### src/rtl/lsu_core.sv
// lsu_core: single-outstanding load/store unit bridging the pipeline to a valid/ready memory port (optional misalignment check via LSU_MISALIGN_CHECK_EN)
module lsu_core #(
  parameter int WAIT_LIMIT = 255
) (
  input  logic        clk,
  input  logic        reset,
  input  logic        ls_valid,
  output logic        ls_ready,
  input  logic        Load,
  input  logic        Loadu,
  input  logic        Store,
  input  logic [3:0]  DWHB,
  input  logic [7:0]  mask,
  input  logic [63:0] LS_addr,
  input  logic [63:0] st_data,
  output logic        mem_valid,
  input  logic        mem_ready,
  output logic [63:0] mem_addr,
  output logic        mem_wen,
  output logic [63:0] mem_wdata,
  output logic [7:0]  mem_wmask,
  input  logic        mem_rvalid,
  input  logic [63:0] mem_rdata,
  output logic        ld_valid,
  output logic [63:0] ld_data,
  output logic        st_done,
  output logic        bus_err
);
  localparam int CW = $clog2(WAIT_LIMIT + 1);
  typedef enum logic [1:0] {IDLE, REQ, WAIT, RESP} state_t;
  state_t state_q, state_d;
  logic [63:0] addr_q, addr_d, wdata_q, wdata_d, ld_data_q, ld_data_d, sh, ext;
  logic [7:0] mask_q, mask_d;
  logic [2:0] size_q, size_d;
  logic store_q, store_d, uns_q, uns_d, err_q, err_d, capture, misal;
  logic [CW-1:0] cnt_q, cnt_d;
`ifdef LSU_MISALIGN_CHECK_EN
  assign misal = DWHB[3] ? |LS_addr[2:0] : DWHB[2] ? |LS_addr[1:0] : DWHB[1] & LS_addr[0];
`else
  assign misal = 1'b0;
`endif
  // align the returned doubleword to the access and extend by size (D>W>H>B)
  always_comb begin
    sh = mem_rdata >> {addr_q[2:0], 3'b000};
    ext = size_q[2] ? sh :
          size_q[1] ? {{32{~uns_q & sh[31]}}, sh[31:0]} :
          size_q[0] ? {{48{~uns_q & sh[15]}}, sh[15:0]} :
                      {{56{~uns_q & sh[7]}}, sh[7:0]};
  end
  // next-state and request latching
  always_comb begin
    state_d = state_q;
    addr_d = addr_q;
    wdata_d = wdata_q;
    mask_d = mask_q;
    size_d = size_q;
    store_d = store_q;
    uns_d = uns_q;
    err_d = err_q;
    cnt_d = cnt_q;
    ld_data_d = ld_data_q;
    capture = 1'b0;
    case (state_q)
      IDLE: if (ls_valid && (Load || Loadu || Store) && DWHB != 4'b0) begin
        addr_d = LS_addr;
        wdata_d = st_data << {LS_addr[2:0], 3'b000};
        mask_d = mask;
        size_d = DWHB[3:1];
        store_d = Store;
        uns_d = Loadu;
        err_d = misal;
        cnt_d = '0;
        state_d = misal ? RESP : REQ;
      end
      REQ: if (mem_ready) begin
        capture = ~store_q & mem_rvalid;
        state_d = (store_q || mem_rvalid) ? RESP : WAIT;
      end
      WAIT: if (mem_rvalid) begin
        capture = 1'b1;
        state_d = RESP;
      end else begin
        cnt_d = cnt_q + 1'b1;
        if (cnt_q == CW'(WAIT_LIMIT - 1)) begin
          err_d = 1'b1;
          state_d = RESP;
        end
      end
      default: state_d = IDLE;
    endcase
    if (capture) ld_data_d = ext;
  end
  // state and request registers
  always_ff @(posedge clk) begin
    if (reset) begin
      state_q <= IDLE;
      addr_q <= '0;
      wdata_q <= '0;
      mask_q <= '0;
      size_q <= '0;
      store_q <= 1'b0;
      uns_q <= 1'b0;
      err_q <= 1'b0;
      cnt_q <= '0;
      ld_data_q <= '0;
    end else begin
      state_q <= state_d;
      addr_q <= addr_d;
      wdata_q <= wdata_d;
      mask_q <= mask_d;
      size_q <= size_d;
      store_q <= store_d;
      uns_q <= uns_d;
      err_q <= err_d;
      cnt_q <= cnt_d;
      ld_data_q <= ld_data_d;
    end
  end
  assign ls_ready = state_q == IDLE;
  assign mem_valid = state_q == REQ;
  assign mem_addr = {addr_q[63:3], 3'b000};
  assign mem_wen = store_q;
  assign mem_wdata = wdata_q;
  assign mem_wmask = store_q ? mask_q : 8'h00;
  assign ld_valid = state_q == RESP && !err_q && !store_q;
  assign st_done = state_q == RESP && !err_q && store_q;
  assign bus_err = state_q == RESP && err_q;
  assign ld_data = ld_data_q;
endmodule

### config.mk
export PLATFORM = sky130hd
export DESIGN_NAME = lsu_core
export DESIGN_NICKNAME = d
export VERILOG_FILES = /design/src/rtl/lsu_core.sv
export SDC_FILE = /design/constraint.sdc
export NUM_CORES = 1
export LEC_CHECK = 0
export CAP_MARGIN = 5
export CORE_MARGIN = 10
export CORE_UTILIZATION = 35
export DETAILED_ROUTE_END_ITERATION = 16
export GPL_TIMING_DRIVEN = 0
export HOLD_SLACK_MARGIN = 0.06
export PLACE_DENSITY_LB_ADDON = 0.05
export REMOVE_ABC_BUFFERS = 1
export SYNTH_ARGS = -nofsm -noshare
export SYNTH_HDL_FRONTEND = slang
export SYNTH_SLANG_ARGS = --single-unit
### constraint.sdc
create_clock -name clk -period 4.4 [get_ports clk]
set_input_delay 0.88 -clock clk [delete_from_list [all_inputs] [get_ports clk]]
set_output_delay 0.88 -clock clk [all_outputs]
set_load 0.01 [all_outputs]
==> results.toml <==
[timing]
max_freq_mhz = 286.3
rsz0062_at_grt = "false"
setup_viol = 0
fin_crit_sh_pct = 79.38
fin_worst_skew_ns = 0.008592
hold_viol = 0
worst_pin_slew_ns = 1.173
slew_headroom_pct = 21.65
drv_slew = 0
tns_ns = 0
period_needed_ns = 3.493

[layout]
final_common_cell = "clkdlybuf4s50_1"
drive_gt1_share_pct = 11.78
nNetsFinal = 1888
seqCellArea_mm2 = 0.004332
syn_to_final_growth_pct = 41.31
fin_util_pct = 50.49
multi_input_area_mm2 = 0.006719
layout_common_cells = "clkdlybuf4s50_1, nand2_1, dfxtp_1, nor2_1, a21oi_1"
fillers = 3274

[grt]
gr-usage-met2_pct = 33.33
grt_pass1_vias = 11190
grt_start_max_net_pins = 130
grt_use_total_pct = 20.42
overflow = 0
met1_usage_pct = 24.66
antenna_found_initial = 13
grt_pass1_wl_mm = 68.10
busiest_layer = "met2"
met3_usage_pct = 8.303

[power_and_ir_drop]
p_switching_mw = 2.600
clkPwrFrac_pct = 31.4
power_frac_seq_pct = 32.0
peakVddDrop_mv = 0.3268
total_power_mw = 7.725
internal-power_mw = 5.125
comb_power_share_pct = 36.6
power.leakage_nw = 5.870
swShare_pct = 33.66
cellPowerDensity_mw_per_mm2 = 452.9

[synthesis]
async_flop_share_pct = 0
synth_area_mm2 = 0.01207
synth_edf_count = 0
avgSynthCellArea_um2 = 8.659
yosys_register_bits = 216
syn_inst = 1394
ys.flop_type = "dfxtp_1"
ys_warn_count = 0
ys_seq_area_share_pct = 35.82
synth_cell_types = 63

[floorplan]
row_count = 67
core_area_mm2 = 0.03378
die_x_um = 205.7
die_y_um = 205.7
start_util_pct = 35.73
die_area_mm2 = 0.04231
io_pins = 418

[worst_setup_path]
cpMostUsedCell = "nor2b_1"
arrival_ns = 3.95
end_kind = "flop"
crit_type = "reg -> reg"
start_kind = "flop"
crit_fanout = 13
slowest_stage = "nor2b_1"
crit_chain = "nor2b_2 -> buf_6 -> nor2b_1 -> nor2b_1 -> nand2_1 -> a211oi_2"
max_stage_delay_ns = 1.00
cp.required_ns = 4.85

[cts]
cts_resized = 0
h-tree-depth = 1
cts_tree = "built"
clock-sinks = 216
clk_pin_slew_ns = 0.06
cts_hold_buf = 0
cts_root_buffer = "clkbuf_16"
cts_buffers = 28
clock_latency_ns = 0.54
clk_path_buf_depth = 3
cts_setup_buffers = 0

[route]
via_per_inst = 5.213
ant_nets = 0
wl_per_cell_um = 21.12
vias = 11180
drt_iter0_drc = 618
wl_mm = 45.28
drc = 0
dr.pass1.iters = 5

[job]
max_cap_violations = 0

[worst_hold_path]
hp-class = "reg -> reg"

[outcome]
status = "finished, final reports clean"

[placement]
hpwl_mm = 32.39
port-buffer-count = 414
place_congestion = 0.7929
## cell families after synthesis
logic type | Yosys count | synth area share [%]
AO/OA/AOI/OAI | 316 | 18.84
XOR/XNOR | 6 | 0.4354
adder cells (fa/ha/maj) | 6 | 0.6219
buffers and inverters | 194 | 8.801
flip-flops | 216 | 35.82
multiplexers | 128 | 16.44
other | 1 | 0.03107
AND/OR/NAND/NOR | 527 | 19.01
## flip-flops by register name, summed over array words and instances (netlist names)
signal	flops
state_q	2
mask_q	8
size_q	3
mem_wen	1
addr_q	64
ld_data	64
uns_q	1
mem_wdata	64
err_q	1
cnt_q	8
## area by class of cell
cell class	count	share of cell area, %
diodes	6	0.08803
repair buffers	430	25.89
flip-flops and latches	216	25.40
clock inverters	7	0.7923
inverters	8	0.1761
multi-input cells	986	39.39
clock buffers	43	4.974
well taps	448	3.286
## power groups by stage
stage	logic (mW)	registers (mW)	clock network, mW
3_3_place_gp	2.87	2.54	0
4_1_cts	2.85	2.48	2.50
2_1_floorplan	1.35	2.63	0
3_5_place_dp	2.84	2.52	0
5_1_grt	3.10	2.52	2.58
6_report	2.83	2.47	2.42
## cells in the mapped netlist, types with 7 or more instances
master       n  share of area (%)
nor2b_1     21                1.1
mux2_2      23                2.1
nand2_1    256                8.0
nor2_1     137                4.3
a2bb2oi_1    7               0.51
o31ai_2     10                1.0
nor3_1      26                1.1
nor4_1       7               0.36
a211oi_1    49                3.0
clkbuf_1    73                2.3
mux2i_1     49                4.1
a21oi_1    131                5.4
a211oi_2    30                3.1
a221oi_1    16                1.2
nand3b_1    17                1.1
buf_4       68                4.2
buf_1        7               0.22
and2_1      11               0.57
dfxtp_1    216                 36
buf_2       32                1.3
a311oi_1     8               0.58
o21ai_0     25                1.0
a22o_1       7               0.51
nand3_1     27                1.1
mux4_2      53                9.9
## metrics by stage
stage                     cells  setup slack, ns  hold WS, ns  cell area (µm²)
after floorplan            1210          -0.2413       0.4257            11050
after global placement     2072           -4.882       0.4376            15750
after detailed placement   2086           0.2333       0.4437            16020
after CTS                  2136           0.2009       0.4515            17000
after global routing       2143           0.6486       0.4643            17050
final                      2144           0.9075       0.4492            17060
## worst paths after layout
path              depth (start not counted)  slack [ns]           from             to
setup / recovery                          6        0.91      addr_q[2]    ld_data[60]
hold / removal                            2        0.45  mem_wdata[25]  mem_wdata[25]
setup reg to reg                          6        0.91      addr_q[2]    ld_data[60]
hold reg to reg                           2        0.45  mem_wdata[25]  mem_wdata[25]
## critical path: cells and delay by family, from the launching register on
kind                   cells  cell delay [ns]
AND/OR/NAND/NOR            4             2.41
AO/OA/AOI/OAI              1             0.24
flip-flops                 1             0.52
buffers and inverters      1             0.23
## per-layer routing
metal  up-vias  part of all wire [%]
li1       5450                     -
met1      5340                    41
met2       318                    47
met3        54                   9.9
met4        14                   1.9
met5         -                  0.17
Power figures use the tool's default switching activity.
